===== config.mk =====
export PLATFORM = sky130hd
export DESIGN_NAME = mem_access_stage
export DESIGN_NICKNAME = d
export VERILOG_FILES = /design/src/rtl/mips_mem_pkg.sv /design/src/rtl/mem_load_align.sv /design/src/rtl/mem_access_stage.sv
export SDC_FILE = /design/constraint.sdc
export NUM_CORES = 1
export LEC_CHECK = 0
export CAP_MARGIN = 0
export CORE_ASPECT_RATIO = 1.75
export CORE_MARGIN = 5
export CORE_UTILIZATION = 40
export DETAILED_ROUTE_END_ITERATION = 10
export PLACE_DENSITY = 0.84
export SLEW_MARGIN = 20
export SYNTH_ARGS = -nofsm -noshare
export SYNTH_HDL_FRONTEND = slang
export SYNTH_HIERARCHICAL = 1
export SYNTH_SLANG_ARGS = --single-unit
export TNS_END_PERCENT = 50

===== constraint.sdc =====
create_clock -name clk -period 2.15 [get_ports clk]
set_input_delay 0.43 -clock clk [delete_from_list [all_inputs] [get_ports clk]]
set_output_delay 0.43 -clock clk [all_outputs]
set_load 0.05 [all_outputs]

===== src/rtl/mips_mem_pkg.sv =====
// rtl/mips_mem_pkg.sv - shared encodings and helpers for the MEM-stage access unit
//
// Purpose : access-size encodings, FSM state type, byte-enable constants and
//           small pure helpers used by mem_access_stage.
// Contents: MEM_SZ_WORD/HALF/BYTE, mem_state_e (IDLE/BUSY/DONE), BE_* constants,
//           is_misaligned(), byte_enables(), store_lanes().

package mips_mem_pkg;

    localparam logic [1:0] MEM_SZ_WORD = 2'b00;
    localparam logic [1:0] MEM_SZ_HALF = 2'b01;
    localparam logic [1:0] MEM_SZ_BYTE = 2'b10;

    localparam logic [3:0] BE_WORD    = 4'b1111;
    localparam logic [3:0] BE_HALF_LO = 4'b0011;
    localparam logic [3:0] BE_HALF_HI = 4'b1100;
    localparam logic [3:0] BE_BYTE0   = 4'b0001;

    typedef enum logic [1:0] {
        IDLE = 2'b00,
        BUSY = 2'b01,
        DONE = 2'b10
    } mem_state_e;

    // The reserved size code 2'b11 falls into the word branch everywhere.
    function automatic logic is_misaligned(input logic [1:0] size, input logic [1:0] off);
        logic bad;
        case (size)
            MEM_SZ_HALF: bad = off[0];
            MEM_SZ_BYTE: bad = 1'b0;
            default:     bad = (off != 2'b00);
        endcase
        return bad;
    endfunction

    function automatic logic [3:0] byte_enables(input logic [1:0] size, input logic [1:0] off);
        logic [3:0] be;
        case (size)
            MEM_SZ_HALF: be = off[1] ? BE_HALF_HI : BE_HALF_LO;
            MEM_SZ_BYTE: be = BE_BYTE0 << off;
            default:     be = BE_WORD;
        endcase
        return be;
    endfunction

    // Sub-word store data is replicated so whichever lane the enables pick
    // already carries the right bits.
    function automatic logic [31:0] store_lanes(input logic [1:0] size, input logic [31:0] data);
        logic [31:0] lanes;
        case (size)
            MEM_SZ_HALF: lanes = {2{data[15:0]}};
            MEM_SZ_BYTE: lanes = {4{data[7:0]}};
            default:     lanes = data;
        endcase
        return lanes;
    endfunction

endpackage


===== src/rtl/mem_load_align.sv =====
// rtl/mem_load_align.sv - load lane select and sign/zero extension
//
// Purpose : picks the addressed byte/halfword out of a 32-bit read word and
//           extends it to 32 bits. Purely combinational.
// Ports   : rdata_i [31:0] raw bus read data
//           off_i   [1:0]  byte offset of the access (addr[1:0])
//           size_i  [1:0]  access size encoding
//           sign_i         1 = sign-extend sub-word, 0 = zero-extend
//           data_o  [31:0] aligned, extended load result

module mem_load_align
    import mips_mem_pkg::*;
(
    input  logic [31:0] rdata_i,
    input  logic [1:0]  off_i,
    input  logic [1:0]  size_i,
    input  logic        sign_i,
    output logic [31:0] data_o
);

    logic [7:0]  byte_sel;
    logic [15:0] half_sel;

    always_comb begin
        byte_sel = rdata_i[{off_i, 3'b000} +: 8];
        half_sel = off_i[1] ? rdata_i[31:16] : rdata_i[15:0];
        case (size_i)
            MEM_SZ_HALF: data_o = {{16{sign_i & half_sel[15]}}, half_sel};
            MEM_SZ_BYTE: data_o = {{24{sign_i & byte_sel[7]}}, byte_sel};
            default:     data_o = rdata_i;
        endcase
    end

endmodule


===== src/rtl/mem_access_stage.sv =====
// rtl/mem_access_stage.sv - MEM-stage data-memory access unit with req/ack bus
//
// Purpose : turns MemRead/MemWrite plus the ALU address into a single req/ack
//           bus transaction, aligns load data into Mem_Res_out and stalls the
//           front of the pipeline while the transaction is outstanding.
// Ports   : clk, reset (async, active-low)
//           ALU_Res_in, bus_B_in, MemRead_in, MemWrite_in, MemSize_in, MemSign_in
//                                        - EX/MEM register fields
//           stall_in                     - MEM_WB cannot accept this cycle
//           mem_ack, mem_rdata           - bus response
//           mem_req, mem_we, mem_addr, mem_be, mem_wdata - registered bus request
//           Mem_Res_out                  - registered load result to MEM_WB
//           stall_out                    - combinational pipeline freeze
//           align_err, bus_err           - registered one-cycle error pulses

module mem_access_stage
    import mips_mem_pkg::*;
#(
    parameter int unsigned TIMEOUT  = 16,
    parameter logic [31:0] ERR_DATA = 32'h0
) (
    input  logic        clk,
    input  logic        reset,
    input  logic [31:0] ALU_Res_in,
    input  logic [31:0] bus_B_in,
    input  logic        MemRead_in,
    input  logic        MemWrite_in,
    input  logic [1:0]  MemSize_in,
    input  logic        MemSign_in,
    input  logic        stall_in,
    input  logic        mem_ack,
    input  logic [31:0] mem_rdata,
    output logic        mem_req,
    output logic        mem_we,
    output logic [31:0] mem_addr,
    output logic [3:0]  mem_be,
    output logic [31:0] mem_wdata,
    output logic [31:0] Mem_Res_out,
    output logic        stall_out,
    output logic        align_err,
    output logic        bus_err
);

    localparam int unsigned     CNT_W    = $clog2(TIMEOUT + 1);
    localparam logic [CNT_W-1:0] CNT_LAST = CNT_W'(TIMEOUT - 1);

    mem_state_e       state_q;
    logic [CNT_W-1:0] cnt_q;
    logic             mem_req_q;
    logic             mem_we_q;
    logic [31:0]      mem_addr_q;
    logic [3:0]       mem_be_q;
    logic [31:0]      mem_wdata_q;
    logic [31:0]      mem_res_q;
    logic             align_err_q;
    logic             bus_err_q;

    // Shape of the outstanding load, kept because mem_addr is word-aligned.
    logic [1:0]       off_q;
    logic [1:0]       size_q;
    logic             sign_q;

    logic             access;
    logic             misaligned;
    logic [31:0]      load_data;

    assign access     = MemRead_in | MemWrite_in;
    assign misaligned = is_misaligned(MemSize_in, ALU_Res_in[1:0]);

    mem_load_align u_load_align (
        .rdata_i (mem_rdata),
        .off_i   (off_q),
        .size_i  (size_q),
        .sign_i  (sign_q),
        .data_o  (load_data)
    );

    // A misaligned access is dropped in the same cycle, so it never stalls.
    always_comb begin
        stall_out = 1'b0;
        case (state_q)
            IDLE:    stall_out = access & ~misaligned;
            BUSY:    stall_out = 1'b1;
            DONE:    stall_out = stall_in;
            default: stall_out = 1'b0;
        endcase
    end

    always_ff @(posedge clk or negedge reset) begin
        if (!reset) begin
            state_q     <= IDLE;
            cnt_q       <= '0;
            mem_req_q   <= 1'b0;
            mem_we_q    <= 1'b0;
            mem_addr_q  <= '0;
            mem_be_q    <= '0;
            mem_wdata_q <= '0;
            mem_res_q   <= '0;
            align_err_q <= 1'b0;
            bus_err_q   <= 1'b0;
            off_q       <= '0;
            size_q      <= '0;
            sign_q      <= 1'b0;
        end else begin
            align_err_q <= 1'b0;
            bus_err_q   <= 1'b0;
            case (state_q)
                IDLE: begin
                    if (access) begin
                        if (misaligned) begin
                            mem_res_q   <= ERR_DATA;
                            align_err_q <= 1'b1;
                        end else begin
                            // Store wins when both strobes are set.
                            mem_req_q   <= 1'b1;
                            mem_we_q    <= MemWrite_in;
                            mem_addr_q  <= {ALU_Res_in[31:2], 2'b00};
                            mem_be_q    <= byte_enables(MemSize_in, ALU_Res_in[1:0]);
                            mem_wdata_q <= store_lanes(MemSize_in, bus_B_in);
                            off_q       <= ALU_Res_in[1:0];
                            size_q      <= MemSize_in;
                            sign_q      <= MemSign_in;
                            cnt_q       <= '0;
                            state_q     <= BUSY;
                        end
                    end
                end
                BUSY: begin
                    // Ack is checked first so an ack in the last allowed cycle succeeds.
                    if (mem_ack) begin
                        mem_req_q <= 1'b0;
                        mem_we_q  <= 1'b0;
                        if (!mem_we_q) begin
                            mem_res_q <= load_data;
                        end
                        state_q   <= DONE;
                    end else if (cnt_q == CNT_LAST) begin
                        mem_req_q <= 1'b0;
                        mem_we_q  <= 1'b0;
                        mem_res_q <= ERR_DATA;
                        bus_err_q <= 1'b1;
                        state_q   <= DONE;
                    end else begin
                        cnt_q <= cnt_q + CNT_W'(1);
                    end
                end
                DONE: begin
                    // Leave only when MEM_WB takes the result; the held
                    // instruction is never re-issued.
                    if (!stall_in) begin
                        state_q <= IDLE;
                    end
                end
                default: state_q <= IDLE;
            endcase
        end
    end

    assign mem_req     = mem_req_q;
    assign mem_we      = mem_we_q;
    assign mem_addr    = mem_addr_q;
    assign mem_be      = mem_be_q;
    assign mem_wdata   = mem_wdata_q;
    assign Mem_Res_out = mem_res_q;
    assign align_err   = align_err_q;
    assign bus_err     = bus_err_q;

endmodule


======== Yosys cells after proc, flatten, opt, wreduce, memory -nomap -nowiden ========
Index checks and enable logic that the tools add are counted.
word-level totals
  register bits ........................... 114
  input port bits ......................... 105
  output and inout bits ................... 105
  logic and storage cells ................. 82
cells by class
  multiplexer cells ....................... 38
  shift operators ......................... 2
  add/sub/neg operators ................... 1
  eq/ne operators ......................... 15
  bitwise gates (word level) .............. 5
  reduce and logical (&&, ||, !) cells .... 8
operator list
  cell                                                                    number
  32-bit one-hot mux with 2 select lines                                  3
  32-bit 2-to-1 mux                                                       5
  32-bit by 6-bit variable part select with 8-bit output                  1
  5-bit 2-to-1 mux                                                        4
  16-bit 2-to-1 mux                                                       1
  1-bit 2-to-1 mux                                                        12
  2-bit inequality test (second input constant)                           6
  2-bit 2-to-1 mux                                                        5
  5-bit one-hot mux with 2 select lines                                   1
  5-bit AND reduction                                                     2
  4-bit one-hot mux with 2 select lines                                   1
  4-bit AND reduction                                                     2
  2-bit by 1-bit equality test with 1-bit output (second input constant)  3
  2-bit equality test (second input constant)                             3
  3-bit inequality test (second input constant)                           2
  1-bit one-hot mux with 2 select lines                                   3
  2-bit one-hot mux with 3 select lines                                   1
  5-bit by 1-bit adder with 5-bit output (second input constant)          1
  5-bit by 4-bit equality test with 1-bit output (second input constant)  1
  4-bit 2-to-1 mux                                                        1
  2-bit nonzero test                                                      2
  1-bit by 2-bit left shift with 4-bit output (first input constant)      1
  1-bit AND                                                               3
  1-bit one-hot mux with 3 select lines                                   1
  4 further kinds                                                         4

======== Longest topological paths before layout ========
  depth in word-level cells ............... 6
  depth in mapped cells ................... 9
  depth with buffers taken out ............ 7

======== Cells and area by module ========
The synthesis kept the hierarchy.
by module, submodules not included
  module            cells each  area an instance (µm²)  instances  sequential area each (µm²)
  mem_access_stage  393         4673.2                  1          2852.7
  mem_load_align    108         666.9                   1          0.0

======== Least setup slack after synthesis ========
OpenSTA, ideal clock, no wires.
  path type ............................... input-to-output
  from .................................... input MemSize_in[0]
  to ...................................... output stall_out
  data required time ...................... 1.720 ns
  cell stages on the path ................. 7
  arrival time ............................ 2.020 ns
  path slack .............................. -0.300 ns
  path buffers ............................ 2
  cell sequence ........................... inv_1 ha_1 a21oi_1 o221ai_1 buf_2 clkbuf_1 nand3_1
on the way
  cells in the longest elaborated chain, start to end .. 5
  elaborated cells on any way between the ends .. 6
ends and longest elaborated chain
  what                                                                                   line                    RTL
  from (decl)                                                                            mem_access_stage.sv:28  input logic [1:0] MemSize_in,
  2-bit equality test or 2-bit by 1-bit equality test with 1-bit output (tied branches)  mips_mem_pkg.sv:28      case (size)
  1-bit one-hot mux with 2 select lines (*)                                              mips_mem_pkg.sv:28
  1-bit inverter (no line) (*)                                                           --
  1-bit AND (*)                                                                          mem_access_stage.sv:82  IDLE: stall_out = access & ~misaligned;
  1-bit one-hot mux with 3 select lines (*)                                              mem_access_stage.sv:81  case (state_q)
  to (decl)                                                                              mem_access_stage.sv:39  output logic stall_out,
Mark *: on every way between the ends. The rest lies on a longest branch, timed or not.

======== Worst setup path in the final report ========
  from .................................... register cnt_q[1]
  to ...................................... register mem_res_q[14] (netlist: Mem_Res_out[14])
on the way
  cells in the longest elaborated chain, start to end .. 3
ends and longest elaborated chain
  what                                            line                     RTL
  from (decl)                                     mem_access_stage.sv:48   logic [CNT_W-1:0] cnt_q;
  from (signal assigned)                          mem_access_stage.sv:144  cnt_q <= cnt_q + CNT_W'(1);
  5-bit by 4-bit equality test with 1-bit output  mem_access_stage.sv:137  end else if (cnt_q == CNT_LAST) begin
  3-bit inequality test (no line)                 --
  5-bit AND reduction (no line)                   --
  to (signal assigned)                            mem_access_stage.sv:134  mem_res_q <= load_data;
  to (decl)                                       mem_access_stage.sv:54   logic [31:0] mem_res_q;
No other way between the ends.
A chain may end at the register's enable or synchronous reset.

==> impl_metrics.tcl <==
set metrics [dict create \
    die_area_um2 15850 \
    setup_tns_ns 0 \
    finalNetCount 837 \
    ios 210 \
    min_period_over_period_pct 97.52 \
    synth_edf_count 0 \
    synth-compound-area-share_pct 20.38 \
    reg2reg_depth 8 \
    layout.cells.non_filler 914 \
    gp_congestion 0.9146 \
    tightest_slew_ns 0.5973 \
    die_h_um 162.9 \
    die_x_um 97.34 \
    path_depth 8 \
    critPathSlowestCell "or4b_4" \
    synth_top_family_by_area "compound AO/OA/AOI/OAI gates" \
    root_buffer "clkbuf_16" \
    crit_buf_inv 1 \
    cts_sinks 114 \
    synth_area_um2 5340 \
    status "finished clean" \
    drive_above_1_share_pct 18.54 \
    path_delay_family "simple AND/OR/NAND/NOR gates" \
    relSlewSlack_pct 60.10 \
    path_cells "ha_2 -> and3_4 -> ha_4 -> nor2_2 -> nand2_2 -> or4b_4 -> clkbuf_16 -> a22o_1" \
    grt_pass1_vias 5158 \
    first_pass_iters 5 \
    antenna_found_initial 1 \
    ir_drop_v 0.0009173 \
    min_path_type "in2async" \
    core_area_um2 13240 \
    final_common_cell "clkdlybuf4s50_1" \
    ys_seq_area_share_pct 53.42 \
    maxCapViolCount 0 \
    clk_latency_ns 0.40 \
    cp_data_arrival_time_ns 2.38 \
    p_leak_nw 3.689 \
    gr-total-overflow 0 \
    clk_pin_slew_worst_paths_ns 0.06 \
    min_period_ns 2.097 \
    ant_nets 0 \
    final-max-slew-violation-count 0 \
    netlist_instances 501 \
    finClkSkew_ns 0.006802 \
    yosys_warnings 6 \
    ys_seq_elements 114 \
    initial_core_util_pct 40.33 \
    ys_async_sr_fraction_pct 100.0 \
    dp_cells 874 \
    synth.distinct_cells 49 \
    final_core_util_pct 64.12 \
    start_kind "register" \
    synth_ff_type "dfrtp_1" \
    synth_xor_area_share_pct 0 \
    slowest_delay_ns 0.55 \
    vias 4884 \
    htree_levels 4 \
    drc 0 \
    dp_hpwl_um 12710 \
    grt_use_total_pct 20.77 \
    powerDensity_nw_per_um2 1778 \
    mostFrequentLayoutCells "clkdlybuf4s50_1, dfrtp_1, nand2_1, mux2_2" \
    max_freq_mhz 477.0 \
    area.growth.synth_to_final_pct 59.00 \
    hold_viol_final 0 \
    post_synth.cell_area_avg_um2 10.66 \
    wl_per_cell_um 18.61 \
    first_iter_violations 252 \
    fp-row-count 56 \
    critical_path_required_ns 2.43 \
    grt_pass1_wl_um 26090 \
    path_class "reg2reg" \
    yosys.area_share.simple_pct 9.442 \
    synthAdderAreaFrac_pct 1.406 \
    wirelength_um 17010 \
    synthMuxAreaShare_pct 10.59 \
    io_buffers 207 \
    viasPerCell 5.344 \
    cp-end-kind "register" \
    setup_viol 0 \
    cts_tree "done" \
    critical_path.max_fanout 8 \
    cts_buffers 17 \
    cts_buffer_depth 2 \
    grt_max_degree 53 \
]
==> metrics by stage <==
step                      hold slack [ns]  instance area [µm²]  total power (W)  setup slack, ns
after floorplan                    0.1344                 5358         0.009196         0.006217
after global placement             0.4599                 7761          0.01185          -0.4677
after detailed placement           0.4615                 7761          0.01210          -0.4940
after CTS                         0.03954                 8378          0.01493          0.02578
after global routing              0.05925                 8491          0.01579        -0.003705
final                             0.02230                 8491          0.01509          0.05337
==> synthesized netlist by cell type (2+ instances only) <==
library cell | n | area (µm²)
dfrtp_1 | 114 | 2853
nand2_1 | 72 | 270.3
mux2_2 | 43 | 484.2
a21oi_1 | 38 | 190.2
o21ai_0 | 37 | 185.2
a22o_1 | 32 | 280.3
clkbuf_1 | 21 | 78.83
nor2_1 | 21 | 78.83
a22oi_1 | 16 | 120.1
inv_1 | 10 | 37.54
nor2b_1 | 10 | 62.56
buf_2 | 8 | 40.04
a32oi_1 | 7 | 61.31
o2bb2ai_1 | 7 | 61.31
buf_1 | 6 | 22.52
ha_1 | 6 | 75.07
a21o_1 | 5 | 37.54
buf_6 | 5 | 56.30
mux2_1 | 5 | 56.30
o21a_1 | 3 | 22.52
o21ai_1 | 3 | 15.01
buf_4 | 2 | 15.01
nand2b_1 | 2 | 12.51
nor3b_1 | 2 | 15.01
or2_1 | 2 | 12.51
==> flip-flops by register name (all words and copies together), names as in the netlist, 2 cells and up <==
register,cells
Mem_Res_out,32
mem_wdata,32
mem_addr,30
cnt_q,5
mem_be,4
off_q,2
size_q,2
state_q,2
==> cells by family (layout without fill, tap and decap cells) <==
kind of cell	Yosys count	in the layout
adder cells (fa/ha/maj)	6	6
AND/OR/NAND/NOR	117	117
AO/OA/AOI/OAI	161	161
other	1	3
buffers and inverters	52	289
multiplexers	50	50
flip-flops	114	114
==> power by group <==
part	internal (W)	total, W	leakage, nW	switching, W
sequential	0.00310	0.00367	1.44	0.000575
combinational	0.00327	0.00868	1.98	0.00541
clock	0.00167	0.00274	0.265	0.00107
==> layer usage <==
layer  up-vias  global-route usage [%]  part of all wire, %
met1      2333                   20.47                   33
met4         0                   10.59                  4.5
met5         -                       0                    0
met2       249                   38.68                   55
li1       2245                       -                    -
met3        57                   6.515                  8.0
==> worst reg2reg max path, delay by kind of cell (launching register included) <==
family,cells,cell delay (ns)
buffers and inverters,1,0.20
AO/OA/AOI/OAI,1,0.22
adder cells (fa/ha/maj),2,0.34
AND/OR/NAND/NOR,4,0.86
flip-flops,1,0.36
==> repair_timing <==
action	in CTS	in global routing
gates resized for setup	7	10
pin swaps	2	19
hold buffers	0	0
cloned	0	3
setup buffers	2	2
setup endpoints to repair	37	33
==> final cells by class <==
class,count,area (µm²)
Tap cell,174,217.7
Timing Repair Buffer,247,2476
Clock inverter,13,127.6
Multi-Input combinational cell,336,2323
Clock buffer,19,452.9
Sequential cell,114,2853
Antenna cell,1,2.502
Inverter,10,37.54
Fill cell,1004,4752
==> final timing paths <==
path                                                 from                           to  slack [ns]
min in group clk                mem_wdata[27]$_DFFE_PN0P_    mem_wdata[27]$_DFFE_PN0P_        0.47
worst max register to register       cnt_q[1]$_DFFE_PN0P_  Mem_Res_out[14]$_DFFE_PN0P_        0.05
worst min-delay path                                reset         cnt_q[4]$_DFFE_PN0P_        0.02
worst max-delay path                 cnt_q[1]$_DFFE_PN0P_  Mem_Res_out[14]$_DFFE_PN0P_        0.05
max in group asynchronous                           reset     mem_addr[31]$_DFFE_PN0P_        1.51
worst min register to register  mem_wdata[27]$_DFFE_PN0P_    mem_wdata[27]$_DFFE_PN0P_        0.47
Power figures use the tool's default switching activity.
